**src/rtl/stopwatch_pkg.sv**
```systemverilog
// Shared types and digit limits for the BCD stopwatch core.
package stopwatch_pkg;

  typedef enum logic [1:0] {
    IDLE  = 2'd0,
    RUN   = 2'd1,
    PAUSE = 2'd2,
    LAP   = 2'd3
  } state_t;

  typedef logic [3:0] bcd_t;

  localparam int CS_MAX       = 9;
  localparam int SEC_TENS_MAX = 5;
  localparam int DIGIT_MAX    = 9;

  // The count advances only while the stopwatch is live (LAP keeps counting behind the frozen display).
  function automatic logic is_counting(input state_t s);
    return (s == RUN) || (s == LAP);
  endfunction

endpackage

```
**src/rtl/stopwatch_core_bcd_digit_counter.sv**
```systemverilog
// One BCD digit counting 0..MAX, with synchronous clear taking priority over enable.
// Latency: q updates on the clock edge after en; carry_out is combinational (en while q==MAX).
module bcd_digit_counter
  import stopwatch_pkg::*;
#(
  parameter int MAX = 9
) (
  input  logic       clk,
  input  logic       rst,
  input  logic       en,
  input  logic       clr,
  output logic [3:0] q,
  output logic       carry_out
);

  localparam logic [3:0] LP_MAX = 4'(MAX);

  bcd_t r_q;

  always_ff @(posedge clk or posedge rst) begin
    if (rst) begin
      r_q <= '0;
    end else if (clr) begin
      r_q <= '0;
    end else if (en) begin
      r_q <= (r_q == LP_MAX) ? 4'd0 : r_q + 4'd1;
    end
  end

  assign q         = r_q;
  assign carry_out = en & (r_q == LP_MAX);

endmodule

```
**src/rtl/stopwatch_core.sv**
```systemverilog
// BCD stopwatch MM:SS.cc fed by an asynchronous 100 Hz wave; STOPWATCH_HOURS_EN adds an hours digit.
// Latency: count moves 3 clocks after the wave rises, display follows 1 clock later; no backpressure.
module stopwatch_core
  import stopwatch_pkg::*;
#(
  parameter int SYNC_STAGES = 2,
  parameter int MIN_WRAP    = 59
) (
  input  logic       CLK_50_MHz,
  input  logic       reset,
  input  logic       CLK_100Hz,
  input  logic       start_stop,
  input  logic       lap,
  input  logic       clear,
  output logic [3:0] cs_ones,
  output logic [3:0] cs_tens,
  output logic [3:0] sec_ones,
  output logic [3:0] sec_tens,
  output logic [3:0] min_ones,
  output logic [3:0] min_tens,
`ifdef STOPWATCH_HOURS_EN
  output logic [3:0] hr_ones,
`endif
  output logic       running,
  output logic       lap_hold,
  output logic       rollover
);

`ifdef STOPWATCH_HOURS_EN
  localparam int LP_MIN_LAST = 59;
`else
  localparam int LP_MIN_LAST = MIN_WRAP;
`endif
  localparam logic [3:0] LP_MIN_TENS_LAST = 4'(LP_MIN_LAST / 10);
  localparam logic [3:0] LP_MIN_ONES_LAST = 4'(LP_MIN_LAST % 10);

  logic [SYNC_STAGES-1:0] r_sync;
  logic                   r_hist;
  logic                   r_ss_prev;
  logic                   r_lap_prev;
  logic                   r_clr_prev;
  state_t                 r_state;
  logic                   r_running;
  logic                   r_lap_hold;
  logic                   r_rollover;

  logic w_tick;
  logic w_ss_edge;
  logic w_lap_edge;
  logic w_clr_edge;
  logic w_count_en;
  logic w_clear_cnt;
  logic w_hold;

  always_ff @(posedge CLK_50_MHz or posedge reset) begin
    if (reset) begin
      r_sync     <= '0;
      r_hist     <= 1'b0;
      r_ss_prev  <= 1'b0;
      r_lap_prev <= 1'b0;
      r_clr_prev <= 1'b0;
    end else begin
      r_sync     <= {r_sync[SYNC_STAGES-2:0], CLK_100Hz};
      r_hist     <= r_sync[SYNC_STAGES-1];
      r_ss_prev  <= start_stop;
      r_lap_prev <= lap;
      r_clr_prev <= clear;
    end
  end

  assign w_tick     = r_sync[SYNC_STAGES-1] & ~r_hist;
  assign w_ss_edge  = start_stop & ~r_ss_prev;
  assign w_lap_edge = lap & ~r_lap_prev;
  assign w_clr_edge = clear & ~r_clr_prev;

  // Qualified by the state before this edge, so the tick that leaves RUN still counts.
  assign w_count_en  = w_tick & is_counting(r_state);
  assign w_clear_cnt = (r_state == PAUSE) & w_clr_edge;
  assign w_hold      = (r_state == LAP) & ~w_ss_edge & ~w_lap_edge;

  always_ff @(posedge CLK_50_MHz or posedge reset) begin
    if (reset) begin
      r_state    <= IDLE;
      r_running  <= 1'b0;
      r_lap_hold <= 1'b0;
    end else begin
      case (r_state)
        IDLE: begin
          if (w_ss_edge) begin
            r_state   <= RUN;
            r_running <= 1'b1;
          end
        end
        RUN: begin
          if (w_ss_edge) begin
            r_state   <= PAUSE;
            r_running <= 1'b0;
          end else if (w_lap_edge) begin
            r_state    <= LAP;
            r_lap_hold <= 1'b1;
          end
        end
        LAP: begin
          if (w_ss_edge) begin
            r_state    <= PAUSE;
            r_running  <= 1'b0;
            r_lap_hold <= 1'b0;
          end else if (w_lap_edge) begin
            r_state    <= RUN;
            r_lap_hold <= 1'b0;
          end
        end
        PAUSE: begin
          if (w_clr_edge) begin
            r_state <= IDLE;
          end else if (w_ss_edge) begin
            r_state   <= RUN;
            r_running <= 1'b1;
          end
        end
        default: begin
          r_state    <= IDLE;
          r_running  <= 1'b0;
          r_lap_hold <= 1'b0;
        end
      endcase
    end
  end

  bcd_t w_cs_ones, w_cs_tens, w_sec_ones, w_sec_tens, w_min_ones, w_min_tens;
  logic w_cs_ones_co, w_cs_tens_co, w_sec_ones_co, w_sec_tens_co, w_min_ones_co;
  logic w_min_tens_co_unused;
  logic w_min_wrap;
  logic w_min_clr;
  logic w_wrap;

  bcd_digit_counter #(.MAX(CS_MAX)) u_cs_ones (
    .clk(CLK_50_MHz), .rst(reset), .en(w_count_en), .clr(w_clear_cnt),
    .q(w_cs_ones), .carry_out(w_cs_ones_co)
  );

  bcd_digit_counter #(.MAX(DIGIT_MAX)) u_cs_tens (
    .clk(CLK_50_MHz), .rst(reset), .en(w_cs_ones_co), .clr(w_clear_cnt),
    .q(w_cs_tens), .carry_out(w_cs_tens_co)
  );

  bcd_digit_counter #(.MAX(DIGIT_MAX)) u_sec_ones (
    .clk(CLK_50_MHz), .rst(reset), .en(w_cs_tens_co), .clr(w_clear_cnt),
    .q(w_sec_ones), .carry_out(w_sec_ones_co)
  );

  bcd_digit_counter #(.MAX(SEC_TENS_MAX)) u_sec_tens (
    .clk(CLK_50_MHz), .rst(reset), .en(w_sec_ones_co), .clr(w_clear_cnt),
    .q(w_sec_tens), .carry_out(w_sec_tens_co)
  );

  // Minutes wrap on the decoded last value, which need not be a digit boundary.
  assign w_min_wrap = w_sec_tens_co & (w_min_tens == LP_MIN_TENS_LAST)
                                    & (w_min_ones == LP_MIN_ONES_LAST);
  assign w_min_clr  = w_clear_cnt | w_min_wrap;

  bcd_digit_counter #(.MAX(DIGIT_MAX)) u_min_ones (
    .clk(CLK_50_MHz), .rst(reset), .en(w_sec_tens_co & ~w_min_wrap), .clr(w_min_clr),
    .q(w_min_ones), .carry_out(w_min_ones_co)
  );

  bcd_digit_counter #(.MAX(SEC_TENS_MAX)) u_min_tens (
    .clk(CLK_50_MHz), .rst(reset), .en(w_min_ones_co), .clr(w_min_clr),
    .q(w_min_tens), .carry_out(w_min_tens_co_unused)
  );

`ifdef STOPWATCH_HOURS_EN
  bcd_t w_hr_ones;
  logic r_hr_ones;
  logic [3:0] r_disp_hr_ones;

  bcd_digit_counter #(.MAX(DIGIT_MAX)) u_hr_ones (
    .clk(CLK_50_MHz), .rst(reset), .en(w_min_wrap), .clr(w_clear_cnt),
    .q(w_hr_ones), .carry_out(w_wrap)
  );

  always_ff @(posedge CLK_50_MHz or posedge reset) begin
    if (reset) begin
      r_disp_hr_ones <= '0;
    end else if (!w_hold) begin
      r_disp_hr_ones <= w_hr_ones;
    end
  end

  assign hr_ones = r_disp_hr_ones;
`else
  assign w_wrap = w_min_wrap;
`endif

  bcd_t r_disp_cs_ones, r_disp_cs_tens, r_disp_sec_ones;
  bcd_t r_disp_sec_tens, r_disp_min_ones, r_disp_min_tens;

  // Entering LAP captures the pre-increment live count; leaving LAP resumes following it.
  always_ff @(posedge CLK_50_MHz or posedge reset) begin
    if (reset) begin
      r_disp_cs_ones  <= '0;
      r_disp_cs_tens  <= '0;
      r_disp_sec_ones <= '0;
      r_disp_sec_tens <= '0;
      r_disp_min_ones <= '0;
      r_disp_min_tens <= '0;
      r_rollover      <= 1'b0;
    end else begin
      if (!w_hold) begin
        r_disp_cs_ones  <= w_cs_ones;
        r_disp_cs_tens  <= w_cs_tens;
        r_disp_sec_ones <= w_sec_ones;
        r_disp_sec_tens <= w_sec_tens;
        r_disp_min_ones <= w_min_ones;
        r_disp_min_tens <= w_min_tens;
      end
      r_rollover <= w_wrap;
    end
  end

  assign cs_ones  = r_disp_cs_ones;
  assign cs_tens  = r_disp_cs_tens;
  assign sec_ones = r_disp_sec_ones;
  assign sec_tens = r_disp_sec_tens;
  assign min_ones = r_disp_min_ones;
  assign min_tens = r_disp_min_tens;
  assign running  = r_running;
  assign lap_hold = r_lap_hold;
  assign rollover = r_rollover;

endmodule

```
**config.mk**
```make
export PLATFORM = sky130hd
export DESIGN_NAME = stopwatch_core
export DESIGN_NICKNAME = d
export VERILOG_FILES = /design/src/rtl/stopwatch_pkg.sv /design/src/rtl/stopwatch_core_bcd_digit_counter.sv /design/src/rtl/stopwatch_core.sv
export SDC_FILE = /design/constraint.sdc
export NUM_CORES = 1
export LEC_CHECK = 0
export CAP_MARGIN = 20
export CORE_MARGIN = 5
export CORE_UTILIZATION = 55
export CTS_CLUSTER_SIZE = 12
export DETAILED_ROUTE_END_ITERATION = 8
export GPL_TIMING_DRIVEN = 1
export HOLD_SLACK_MARGIN = 0.05
export PLACE_DENSITY = 0.75
export SLEW_MARGIN = 40
export SYNTH_ARGS = -nofsm -noshare
export SYNTH_HDL_FRONTEND = slang
export SYNTH_HIERARCHICAL = 1
export SYNTH_SLANG_ARGS = --single-unit
export TNS_END_PERCENT = 1
```
**constraint.sdc**
```tcl
create_clock -name CLK_50_MHz -period 4.68 [get_ports CLK_50_MHz]
set_input_delay 0.702 -clock CLK_50_MHz [delete_from_list [all_inputs] [get_ports CLK_50_MHz]]
set_output_delay 0.702 -clock CLK_50_MHz [all_outputs]
set_load 0.05 [all_outputs]
```
==> flow_summary.toml <==
[outcome]
status = "finished, final reports clean"

[critical_path]
cp_top_family = "simple AND/OR/NAND/NOR gates"
slowest_delay_ps = 500
end_kind = "flip-flop"
slowest_stage = "dfrtp_1"
crit_arrival_ps = 4350
crit_buf_inv = 4
cp-start-kind = "flip-flop"
crit_path_cell_trace = "nand2_1 > nor2_1 > inv_1 > nor2_1 > inv_1 > nor2_1 > inv_1 > nor2_1 > nand2_1 > nor2_1 > nor2b_1 > inv_1 > nor2_1 > nand4_1 > or3_1 > a21oi_1"
cp.required_ps = 4930
path_class = "reg -> reg"
cp_max_fo = 10
crit_top_cell = "nor2_1"

[sta]
tightest_slew_ps = 504
max_slew_margin_pct = 66.3
fmaxAchievable_mhz = 244
finalCritPeriodShare_pct = 87.7
rsz0062_at_grt = "false"
fin_skew_ps = 8.85
maxSlewViolCount = 0
finalSetupViolations = 0
hold_viol = 0
post-route-min-period_ps = 4110
fin_setup_tns_ps = 0

[floorplan]
pin_count = 33
die_area_mm2 = 0.00663
rows = 26
start_util_pct = 55.7
die_x_um = 81.4
coreArea_mm2 = 0.00504
fp.dieH_um = 81.4

[cts]
htree_levels = 3
clk_latency_ps = 330
cts_root_buffer = "clkbuf_8"
cts_tree = "done"
cts_sinks = 59
cts_setup_buffers = 0
clock_path_buffers = 2
cts_hold_buffers = 0
cts_buffers = 9
path_clk_slew_ps = 70
cts_resized = 0

[detailed_routing]
wire_per_inst_um = 14.0
ant_nets = 0
num_vias = 1980
drt_iter0_drc = 113
drc = 0
avgViaCountPerCell = 5.37
drt-pass1-iter-count = 4
drt-total-wl_um = 5160

[power]
p_comb_share_pct = 39.6
power_leakage_uw = 0.00149
p_total_uw = 2270
p_clk_share_pct = 21.3
p_switching_uw = 922
ir_drop_v = 0.000409
swShare_pct = 40.6
intPower_uw = 1350
seq_power_share_pct = 39.1
cellPowerDensity_mw_per_mm2 = 663

[global_route]
grt_overflow = 0
grt_max_degree = 36
antenna_found_initial = 0
grtUsageTotal_pct = 17.7
grt_pass1_wl_um = 8960
grt_pass1_vias = 1975

[placed_design]
place.gp.congestion = 0.771
place_hpwl_um = 3570
io_buffer_count = 32

[worst_hold_path]
hold_class = "reg -> reg"

[synthesis]
syn_area_mm2 = 0.00281
syn_nets = 268
postSynthAreaPerCell_um2 = 11.2
yosysWarnings = 6
synthesis.instances = 250

[job]
cap_violations = 0

[final_layout]
area_delta_synth_final_pct = 22.2
layout_commonest_cell = "dfrtp_1"
drive_gt1_share_pct = 18.7
nNetsFinal = 312
diodes = 0
layout_common_cells = "dfrtp_1, clkdlybuf4s50_1, nand2_1, a21oi_1, mux2_2"
==> state kept, by name (all words and copies together), names as in the netlist <==
| signal | cells |
|---|---|
| cs_ones | 4 |
| cs_tens | 4 |
| lap_hold | 1 |
| min_ones | 4 |
| min_tens | 4 |
| r_clr_prev | 1 |
| r_hist | 1 |
| r_lap_prev | 1 |
| r_ss_prev | 1 |
| r_state | 2 |
| r_sync | 2 |
| rollover | 1 |
| running | 1 |
| sec_ones | 4 |
| sec_tens | 4 |
| u_cs_ones/q | 4 |
| u_cs_tens/q | 4 |
| u_min_ones/q | 4 |
| u_min_tens/q | 4 |
| u_sec_ones/q | 4 |
| u_sec_tens/q | 4 |
==> per-stage QoR <==
step / util (%) / hold slack [ps] / instances / cell area (um2) / worst slack [ps]
after floorplan: - / 331 / 250 / 2810 / 1370
after global placement: 63.4 / 347 / 351 / 3200 / 968
after detailed placement: 63.8 / 354 / 353 / 3220 / 706
after CTS: 68.0 / 368 / 369 / 3430 / 677
after global routing: 68.0 / 379 / 369 / 3430 / 112
final: 68.0 / 365 / 369 / 3430 / 574
==> power by group through the flow <==
stage	Sequential (uW)	Clock, uW	Combinational, uW
after detailed placement	893	0	904
after floorplan	1170	0	334
after global routing	924	517	967
after CTS	887	495	911
after global placement	888	0	891
final	888	484	901
==> area by class of cell <==
| cell class | count | area, um2 |
|---|---|---|
| clock inverter | 4 | 47.5 |
| clock buffer | 12 | 165 |
| multi-input combinational | 169 | 1230 |
| timing repair buffer | 36 | 354 |
| sequential | 59 | 1480 |
| inverter | 19 | 71.3 |
| tap | 70 | 87.6 |
| fill | 382 | 1610 |
==> worst paths after layout <==
kind	start	end	slack, ps	cells past startpoint
hold reg to reg	r_sync[0]	r_sync[1]	370	0
min in group asynchronous	reset	u_cs_tens/q[0]	770	2
setup reg to reg	r_state[0]	u_min_tens/q[3]	570	16
setup / recovery	r_state[0]	u_min_tens/q[3]	570	16
max in group asynchronous	reset	cs_tens[2]	3360	3
hold / removal	r_sync[0]	r_sync[1]	370	0
==> layer usage <==
| metal | up-vias | global-route usage, % | wire (um) |
|---|---|---|---|
| met5 | - | 0 | 0 |
| met4 | 0 | 9.12 | 59 |
| met3 | 6 | 3.29 | 141 |
| met2 | 30 | 28.0 | 2500 |
| met1 | 983 | 23.2 | 2460 |
| li1 | 961 | - | - |
==> worst register-to-register path: stages, from the launching register on <==
cell	delay [ps]
dfrtp_1	500
nand2_1	80
nor2_1	310
inv_1	130
nor2_1	340
inv_1	130
nor2_1	350
inv_1	130
nor2_1	360
nand2_1	120
nor2_1	140
nor2b_1	350
inv_1	120
nor2_1	350
nand4_1	160
or3_1	320
a21oi_1	130
Note: power is estimated with default switching activity, not from simulation.
